File: config.mk
export PLATFORM = sky130hd
export DESIGN_NAME = debug_trace_tx
export DESIGN_NICKNAME = d
export VERILOG_FILES = /design/src/rtl/trace_pkg.sv /design/src/rtl/trace_fifo.sv /design/src/rtl/debug_trace_tx.sv
export SDC_FILE = /design/constraint.sdc
export NUM_CORES = 1
export LEC_CHECK = 0
export CORE_UTILIZATION = 25
export DETAILED_ROUTE_END_ITERATION = 10
export GPL_ROUTABILITY_DRIVEN = 0
export SLEW_MARGIN = 20
export SYNTH_ARGS = -nofsm -noshare
export SYNTH_HDL_FRONTEND = slang
export SYNTH_SLANG_ARGS = --single-unit
File: constraint.sdc
create_clock -name Clock -period 9.4 [get_ports Clock]
set_input_delay 1.41 -clock Clock [delete_from_list [all_inputs] [get_ports Clock]]
set_output_delay 1.41 -clock Clock [all_outputs]
set_load 0.1 [all_outputs]
File: src/rtl/trace_pkg.sv
// trace_pkg -- shared types and constants for the debug trace transmitter.
//   trace_rec_t     : 69-bit retired-instruction record {pc, wr_reg, data}
//   TRACE_SYNC_BYTE : first byte of every serialized record (0xA5)
//   TRACE_REC_BYTES : bytes per serialized record (10)
//   tx_state_t      : UART transmit FSM states
//   trace_rec_byte  : returns byte <idx> of a record in wire order
package trace_pkg;

  typedef struct packed {
    logic [31:0] pc;
    logic [4:0]  wr_reg;
    logic [31:0] data;
  } trace_rec_t;

  localparam logic [7:0] TRACE_SYNC_BYTE = 8'hA5;
  localparam int         TRACE_REC_BYTES = 10;

  typedef enum logic [1:0] {
    TX_IDLE  = 2'd0,
    TX_START = 2'd1,
    TX_DATA  = 2'd2,
    TX_STOP  = 2'd3
  } tx_state_t;

  // Wire order: sync, PC big-endian, zero-padded register, DATA big-endian.
  function automatic logic [7:0] trace_rec_byte(input trace_rec_t rec,
                                                input logic [3:0] idx);
    logic [7:0] b;
    case (idx)
      4'd0:    b = TRACE_SYNC_BYTE;
      4'd1:    b = rec.pc[31:24];
      4'd2:    b = rec.pc[23:16];
      4'd3:    b = rec.pc[15:8];
      4'd4:    b = rec.pc[7:0];
      4'd5:    b = {3'b000, rec.wr_reg};
      4'd6:    b = rec.data[31:24];
      4'd7:    b = rec.data[23:16];
      4'd8:    b = rec.data[15:8];
      4'd9:    b = rec.data[7:0];
      default: b = TRACE_SYNC_BYTE;
    endcase
    return b;
  endfunction

endpackage

File: src/rtl/trace_fifo.sv
// trace_fifo -- synchronous FIFO, DEPTH entries of WIDTH bits (DEPTH power of two).
// Ports:
//   clk, rst          : clock, synchronous active-high reset (empties the FIFO)
//   push, wr_data     : write request and data; accepted when not full, or when
//                       a pop happens in the same cycle
//   pop               : read request; ignored while empty
//   rd_data           : head entry (valid while empty=0)
//   full, empty       : occupancy flags
module trace_fifo #(
  parameter int WIDTH = 8,
  parameter int DEPTH = 4
) (
  input  logic             clk,
  input  logic             rst,
  input  logic             push,
  input  logic             pop,
  input  logic [WIDTH-1:0] wr_data,
  output logic [WIDTH-1:0] rd_data,
  output logic             full,
  output logic             empty
);

  localparam int AW = (DEPTH > 1) ? $clog2(DEPTH) : 1;

  logic [WIDTH-1:0] mem [DEPTH];
  logic [AW-1:0]    wr_ptr;
  logic [AW-1:0]    rd_ptr;
  logic [AW:0]      count;
  logic             do_push;
  logic             do_pop;

  assign empty   = (count == '0);
  assign full    = (count == (AW+1)'(DEPTH));
  assign do_pop  = pop && !empty;
  // A pop frees the slot in the same cycle, so a full FIFO can still take a push.
  assign do_push = push && (!full || do_pop);
  assign rd_data = mem[rd_ptr];

  // Pointers wrap naturally because DEPTH is a power of two.
  always_ff @(posedge clk) begin
    if (rst) begin
      wr_ptr <= '0;
      rd_ptr <= '0;
      count  <= '0;
    end else begin
      if (do_push) wr_ptr <= wr_ptr + 1'b1;
      if (do_pop)  rd_ptr <= rd_ptr + 1'b1;
      case ({do_push, do_pop})
        2'b10:   count <= count + 1'b1;
        2'b01:   count <= count - 1'b1;
        default: count <= count;
      endcase
    end
  end

  always_ff @(posedge clk) begin
    if (do_push) mem[wr_ptr] <= wr_data;
  end

endmodule

File: src/rtl/debug_trace_tx.sv
// debug_trace_tx -- captures retired-instruction trace records into a FIFO and
// streams each one over a UART 8N1 line as 10 bytes:
//   A5, PC[31:24..7:0], {3'b000, reg}, DATA[31:24..7:0]
// Configuration macro: TRACE_ZERO_REG_EN -- when defined, records with
// trace_wr_reg = 0 are captured too; otherwise they are silently ignored
// (not counted as drops).
// Ports:
//   Clock, Reset     : system clock, synchronous active-high reset
//   trace_valid      : an instruction retired this cycle
//   trace_pc         : its PC
//   trace_wr_reg     : destination register
//   trace_wr_data    : value written
//   tx               : UART serial output, idle high
//   busy             : frame in flight or records still queued
//   overflow         : sticky, a record was dropped because the FIFO was full
//   drop_count       : number of dropped records, saturating at 255
//   state_dbg        : current transmit FSM state
// Handshake: a record is offered whenever trace_valid=1 on a rising edge; there
// is no back-pressure, so a record offered while the FIFO is full (and nothing
// leaves it that cycle) is lost and counted.
module debug_trace_tx
  import trace_pkg::*;
#(
  parameter int CLKS_PER_BIT = 4,
  parameter int FIFO_DEPTH   = 4
) (
  input  logic        Clock,
  input  logic        Reset,
  input  logic        trace_valid,
  input  logic [31:0] trace_pc,
  input  logic [4:0]  trace_wr_reg,
  input  logic [31:0] trace_wr_data,
  output logic        tx,
  output logic        busy,
  output logic        overflow,
  output logic [7:0]  drop_count,
  output tx_state_t   state_dbg
);

  localparam int CW = (CLKS_PER_BIT > 1) ? $clog2(CLKS_PER_BIT) : 1;
  localparam logic [CW-1:0] BIT_LAST  = CW'(CLKS_PER_BIT - 1);
  localparam logic [3:0]    BYTE_LAST = 4'(TRACE_REC_BYTES - 1);

  // Capture / FIFO
  logic       capture;
  logic       push;
  logic       pop;
  logic       drop;
  logic       fifo_full;
  logic       fifo_empty;
  trace_rec_t wr_rec;
  trace_rec_t head_rec;

`ifdef TRACE_ZERO_REG_EN
  assign capture = trace_valid;
`else
  assign capture = trace_valid && (trace_wr_reg != 5'd0);
`endif

  assign wr_rec = '{pc: trace_pc, wr_reg: trace_wr_reg, data: trace_wr_data};
  assign push   = capture;
  assign drop   = capture && fifo_full && !pop;

  trace_fifo #(
    .WIDTH ($bits(trace_rec_t)),
    .DEPTH (FIFO_DEPTH)
  ) u_fifo (
    .clk     (Clock),
    .rst     (Reset),
    .push    (push),
    .pop     (pop),
    .wr_data (wr_rec),
    .rd_data (head_rec),
    .full    (fifo_full),
    .empty   (fifo_empty)
  );

  always_ff @(posedge Clock) begin
    if (Reset) begin
      overflow   <= 1'b0;
      drop_count <= 8'd0;
    end else if (drop) begin
      overflow <= 1'b1;
      if (drop_count != 8'hFF) drop_count <= drop_count + 8'd1;
    end
  end

  // Transmit FSM
  tx_state_t     state, state_n;
  logic [CW-1:0] clk_cnt, clk_cnt_n;
  logic [2:0]    bit_idx, bit_idx_n;
  logic [3:0]    byte_idx, byte_idx_n;
  trace_rec_t    rec, rec_n;
  logic          bit_end;
  logic [7:0]    cur_byte;

  assign bit_end   = (clk_cnt == BIT_LAST);
  assign cur_byte  = trace_rec_byte(rec, byte_idx);
  assign state_dbg = state;
  assign busy      = (state != TX_IDLE) || !fifo_empty;

  always_ff @(posedge Clock) begin
    if (Reset) begin
      state    <= TX_IDLE;
      clk_cnt  <= '0;
      bit_idx  <= '0;
      byte_idx <= '0;
      rec      <= '0;
    end else begin
      state    <= state_n;
      clk_cnt  <= clk_cnt_n;
      bit_idx  <= bit_idx_n;
      byte_idx <= byte_idx_n;
      rec      <= rec_n;
    end
  end

  always_comb begin
    state_n    = state;
    clk_cnt_n  = clk_cnt;
    bit_idx_n  = bit_idx;
    byte_idx_n = byte_idx;
    rec_n      = rec;
    pop        = 1'b0;
    case (state)
      TX_IDLE: begin
        if (!fifo_empty) begin
          pop        = 1'b1;
          rec_n      = head_rec;
          byte_idx_n = 4'd0;
          clk_cnt_n  = '0;
          state_n    = TX_START;
        end
      end
      TX_START: begin
        if (bit_end) begin
          clk_cnt_n = '0;
          bit_idx_n = 3'd0;
          state_n   = TX_DATA;
        end else begin
          clk_cnt_n = clk_cnt + 1'b1;
        end
      end
      TX_DATA: begin
        if (bit_end) begin
          clk_cnt_n = '0;
          if (bit_idx == 3'd7) state_n = TX_STOP;
          else                 bit_idx_n = bit_idx + 3'd1;
        end else begin
          clk_cnt_n = clk_cnt + 1'b1;
        end
      end
      TX_STOP: begin
        if (bit_end) begin
          clk_cnt_n = '0;
          // Bytes of one record go back to back; next record needs a pass through IDLE.
          if (byte_idx < BYTE_LAST) begin
            byte_idx_n = byte_idx + 4'd1;
            state_n    = TX_START;
          end else begin
            state_n = TX_IDLE;
          end
        end else begin
          clk_cnt_n = clk_cnt + 1'b1;
        end
      end
      default: state_n = TX_IDLE;
    endcase
  end

  always_comb begin
    tx = 1'b1;
    case (state)
      TX_START: tx = 1'b0;
      TX_DATA:  tx = cur_byte[bit_idx];
      default:  tx = 1'b1;
    endcase
  end

endmodule

== After elaboration in Yosys (flattened, before gate mapping) ==
Memory sizes are Yosys's and may differ from the RTL's. A register that Yosys moved wholly into a read port is not among the register bits.
Index checks and enable logic that the tools add are counted.

* Add/subtract/negate cells: 8
* Magnitude comparators: 2
* Equal/unequal tests: 25
* Multiplexer cells: 27
* Bitwise logic cells: 1
* Reduce and logical (&&, ||, !) cells: 23

{| class="wikitable"
|+ Operators by type and width
! cell !! count
|-
| case mux 8 bit (9 select lines) || 1
|-
| equality test 4 x 3 -> 1 bit, second input constant || 4
|-
| two-way mux 2 bit || 7
|-
| inequality test 2 bit, second input constant || 7
|-
| two-way mux 4 bit || 3
|-
| case mux 3 bit (2 select lines) || 2
|-
| two-way mux 3 bit || 3
|-
| adder 8 x 1 -> 8 bit, second input constant || 1
|-
| equality test 2 bit, second input constant || 4
|-
| equality test 4 x 2 -> 1 bit, second input constant || 2
|-
| equality test 4 bit, second input constant || 2
|-
| inequality test 8 bit, second input constant || 1
|-
| case mux 2 bit (4 select lines) || 1
|-
| case mux 4 bit (2 select lines) || 1
|-
| AND reduction 4 bit || 2
|-
| nonzero test 2 bit || 4
|-
| adder 2 x 1 -> 2 bit, second input constant || 3
|-
| adder 3 x 1 -> 3 bit, second input constant || 2
|-
| equality test 3 bit, second input constant || 2
|-
| two-way mux 1 bit || 6
|-
| logical AND 1 bit || 5
|-
| AND reduction 5 bit || 1
|-
| nonzero test 5 bit || 1
|-
| adder 4 x 1 -> 4 bit, second input constant || 1
|-
| 15 further kinds || 20
|}

* Register bits after elaboration: 27
* Bits in writable memories: 276
* Logic and storage cells: 96
* Memories kept: 1

{| class="wikitable"
|+ Memories
! memory !! words !! width !! read ports !! clocked after Yosys merged registers in !! write ports !! RTL line !! source
|-
| u_fifo.mem || 4 || 69 || 1 || 1 || 1 || trace_fifo.sv:25 || <nowiki>logic [WIDTH-1:0] mem [DEPTH];</nowiki>
|}

== Logic depth before layout (Yosys ltp) ==
* Word-level depth: 8
* Gate-level depth with buffers: 11
* Gate-level depth less buffers: 10

== By module ==
Synthesis repeated with hierarchy kept, for this count alone.

* Cell total of the unflattened synthesis: 938
* Area total of the unflattened synthesis: 14587.7 sq um

{| class="wikitable"
|+ By module, submodules not included
! module !! times used !! cells an instance !! area each (sq um) !! sequential area each (sq um)
|-
| trace_fifo || 1 || 420 || 10466.3 || 8468.1
|-
| debug_trace_tx || 1 || 518 || 4121.5 || 1781.7
|}

== Worst setup path before layout ==
Ideal clock, no wire load.

* Kind: register to output
* From: register state[0], in the netlist state_dbg[0]
* To: output port tx
* Data arrival time: 3037 ps
* Required time: 7990 ps
* Path slack: 4953 ps
* Cell stages (with the launch flop): 4
* Buffers on the path: 0
* Cell sequence: dfxtp_1 -> inv_1 -> ha_1 -> o211ai_1

* Cells in the longest elaborated chain, start to end: 2
* Elaborated cells between the ends (all ways): 3

{| class="wikitable"
|+ Ends and longest elaborated chain
! element !! RTL line !! source
|-
| start, declared || debug_trace_tx.sv:89 || <nowiki>tx_state_t state, state_n;</nowiki>
|-
| start signal, assigned || debug_trace_tx.sv:110 || <nowiki>state <= state_n;</nowiki>
|-
| equality test 2 bit / equality test 2 x 1 -> 1 bit (equally long branches) || debug_trace_tx.sv:173 || <nowiki>case (state)</nowiki>
|-
| case mux 1 bit (2 select lines) (*) || debug_trace_tx.sv:173 ||
|-
| end, declared || debug_trace_tx.sv:33 || <nowiki>output logic tx,</nowiki>
|}

Every way passes the cells marked *; elsewhere a longest branch is shown, timed or not.

== Worst setup path in the final report ==
* From: register byte_idx[0]
* To: output port tx

* Cells in the longest elaborated chain, start to end: 5
* Elaborated cells between the ends (all ways): 13

{| class="wikitable"
|+ Ends and longest elaborated chain
! element !! RTL line !! source
|-
| start, declared || debug_trace_tx.sv:92 || <nowiki>logic [3:0] byte_idx, byte_idx_n;</nowiki>
|-
| start signal, assigned || debug_trace_tx.sv:113 || <nowiki>byte_idx <= byte_idx_n;</nowiki>
|-
| equality test 4 bit (tied with other cells) || trace_pkg.sv:29 || <nowiki>case (idx)</nowiki>
|-
| case mux 8 bit (9 select lines) (*) || trace_pkg.sv:29 ||
|-
| binary-select mux 1 bit (select 3 bit) (*) || debug_trace_tx.sv:175 || <nowiki>TX_DATA: tx = cur_byte[bit_idx];</nowiki>
|-
| two-way mux 1 bit (not written as such) (*) || debug_trace_tx.sv:175 ||
|-
| case mux 1 bit (2 select lines) (*) || debug_trace_tx.sv:173 ||
|}

Every way passes the cells marked *; elsewhere a longest branch is shown, timed or not. The select of a mux whose other input is x is not followed.

==> flow_metrics.tcl <==
set metrics [dict create \
    setup_ws_ps 3840 \
    synth_edf_count 276 \
    area_growth_pct 19.5 \
    syn_nets 1016 \
    clk_latency_ps 570 \
    synth-seq-cells 372 \
    syn_area_mm2 0.0144 \
    portBuffers 84 \
    whs_ps 444 \
    report.final.slew_viol_count 0 \
    die_y_um 242 \
    dpl.cell_count 1718 \
    ir_drop_mv 0.145 \
    cp-end-kind "output port" \
    wire_per_inst_um 17.6 \
    critical_path_peak_fanout 18 \
    post_cts_resized 0 \
    timing.final.crit_share 0.591 \
    crit_type "reg2out" \
    worst_path_max_delay_cell "clkdlybuf4s50_1" \
    hold_viol 0 \
    drv_cap 0 \
    drtIter0Drc 653 \
    syn_area_per_cell_um2 15.6 \
    clk_pin_slew_ps 60 \
    slew_headroom 0.256 \
    clockRootBuffer "clkbuf_16" \
    worst_slew_pin_slew_ps 1110 \
    track_usage 0.107 \
    synth.area.top_cells "edfxtp_1 (57%), dfxtp_1 (13%), mux4_2 (11%)" \
    synthXorXnorAreaFrac 0.00788 \
    layout.nets 1094 \
    critPathMaxStageDelay_ps 1220 \
    synth.area.mux_share 0.116 \
    layout.cells.non_filler 1788 \
    finalCriticalPeriod_ps 5560 \
    firstDrtPassIters 5 \
    ys_seq_area_frac 0.707 \
    ys.flop_type "edfxtp_1" \
    io-pin-count 85 \
    globalRouteOverflowTotal 0 \
    grt_pass1_wl_um 48300 \
    clock.fmax_mhz 180 \
    drtAntennaViolNets 0 \
    synth.top_cell.area_share 0.574 \
    antenna_found_initial 1 \
    synth.most_common_cell "edfxtp_1" \
    synth-async-reset-ratio 0 \
    drc 0 \
    die_x_um 242 \
    rsz0062_at_grt "no" \
    synth_top_family_by_area "multiplexers" \
    synth_top_area_cell "edfxtp_1" \
    post-cts-setup-buffer-count 0 \
    row_count 87 \
    reg2reg_slack_ps 5940 \
    yosysWarnings 0 \
    initial_core_util 0.255 \
    htreeDepth 2 \
    hold_buffers 0 \
    crit_path_cell_trace "inv_1 > ha_1 > a22oi_1 > a211oi_1 > a2111oi_0 > nor3b_1 > o311ai_0 > o211ai_1 > clkdlybuf4s50_1" \
    synthSimpleGateAreaFrac 0.0668 \
    dpl.hpwl_um 20100 \
    routed_via_density 4.40 \
    p_leak_nw 5.40 \
    grt_pass1_vias 7930 \
    vias 7863 \
    synth.distinct_cells 56 \
    critPathBufInv 2 \
    final-setup-viol-count 0 \
    post-place-ws_ps 4500 \
    cts_sinks 372 \
    min_path_type "reg2reg" \
    synth-compound-area-share 0.0636 \
    die_area_mm2 0.0588 \
    finalWirelength_um 31400 \
    skew_ps 28.2 \
    start_kind "register" \
    powerDensity_mw_per_mm2 279 \
    cts_tree "done" \
    synth_fa_ha_area_frac 0.0178 \
    synthCells 924 \
    grt_max_degree 96 \
    num_antenna_cells 0 \
    fillerInstances 5563 \
    tns_ps 0 \
    clockBufferDepth 3 \
    cts_made_buffers 38 \
    worst-endpoint-arrival_ps 4150 \
    drive_above_1_share 0.149 \
    status "finished, final reports clean" \
    netlist_top_cells_count "edfxtp_1 (276), nand2_1 (150), dfxtp_1 (96)" \
    core_area_mm2 0.0567 \
    path_delay_family "buffers and inverters" \
    critPathRequiredTime_ps 7990 \
]
[kinds of logic after synthesis]
kind of cell	Yosys count
buffers and inverters	68
muxes	80
DFF	372
and+or+nand+nor	226
AOI/OAI and AO/OA	145
xor gates and xnor gates	13
adders and majority gates	20
[registers in the layout, summed over array words and instances (netlist names)]
signal	cells
u_fifo.wr_ptr	2
overflow	1
bit_idx	3
byte_idx	4
u_fifo.mem	276
u_fifo.count	3
drop_count	8
state_dbg	2
clk_cnt	2
u_fifo.rd_ptr	2
rec	69
[report_power, final]
group | internal [mW] | total [mW] | switching [mW]
Sequential | 2.00 | 2.18 | 0.181
Combinational | 0.474 | 1.17 | 0.699
Clock | 0.839 | 1.47 | 0.629
[final cells by class]
class,count,area (um^2),area share
clock buffers,53,1040,0.0601
clock inverters,17,176,0.0102
inverters,13,48.8,0.00283
multi-input cells,484,3940,0.228
flip-flops and latches,372,10200,0.592
well taps,756,946,0.0548
repair buffers,93,903,0.0523
[routing by layer]
layer,vias to the layer above,GRT usage,part of all wire
li1,3678,-,-
met4,2,0.0341,0.021
met3,52,0.0257,0.053
met1,3954,0.139,0.44
met2,177,0.173,0.49
met5,-,0,0.00041
[path summary, 6_finish.rpt]
path / from / endpoint / cells past startpoint
max: byte_idx[0]$_SDFFE_PP0P_ / tx / 9
min: overflow$_SDFFE_PP0P_ / overflow$_SDFFE_PP0P_ / 2
max reg2reg: state_dbg[0]$_SDFFE_PP0P_ / u_fifo.count[2]$_SDFFE_PP0P_ / 11
min reg2reg: overflow$_SDFFE_PP0P_ / overflow$_SDFFE_PP0P_ / 2
[placed cells by master, fill, tap and decap left out, drive strengths merged, types with 3 or more instances in the layout]
cell type and instances:
a22oi 13, a221oi 7, o21ai 7, and2 6, buf 10, nand2 150
nor2 35, a21oi 84, nor3 5, nand4 4, xor2 8, clkbuf 53
o211ai 3, mux2i 6, mux2 5, o22ai 4, and3 3, edfxtp 276
a22o 6, mux4 69, inv 16, clkdlybuf4s50 83, a222oi 4, xnor2 5
clkinv 11, nand3 5, nand2b 6, ha 19, o21bai 4, dfxtp 96
[stage by stage]
| step | utilization | power (mW) | instance area, um^2 |
|---|---|---|---|
| 3_3_place_gp | 0.283 | 3.40 | 16100 |
| 6_report | 0.304 | 4.82 | 17300 |
| 5_1_grt | 0.304 | 5.09 | 17300 |
| 2_1_floorplan | - | 3.04 | 14400 |
| 3_5_place_dp | 0.283 | 3.42 | 16100 |
| 4_1_cts | 0.304 | 4.90 | 17300 |
[worst register-to-register path: stages, from the launching register on]
cell      delay [ps]
dfxtp_1          400
inv_1            120
ha_1             310
nand2b_2         100
buf_4            580
inv_2             70
buf_4            360
ha_1             410
fa_1             440
xnor2_1          140
or3_1            300
a21oi_1          150
No activity file was read; power rests on OpenSTA's default activity.
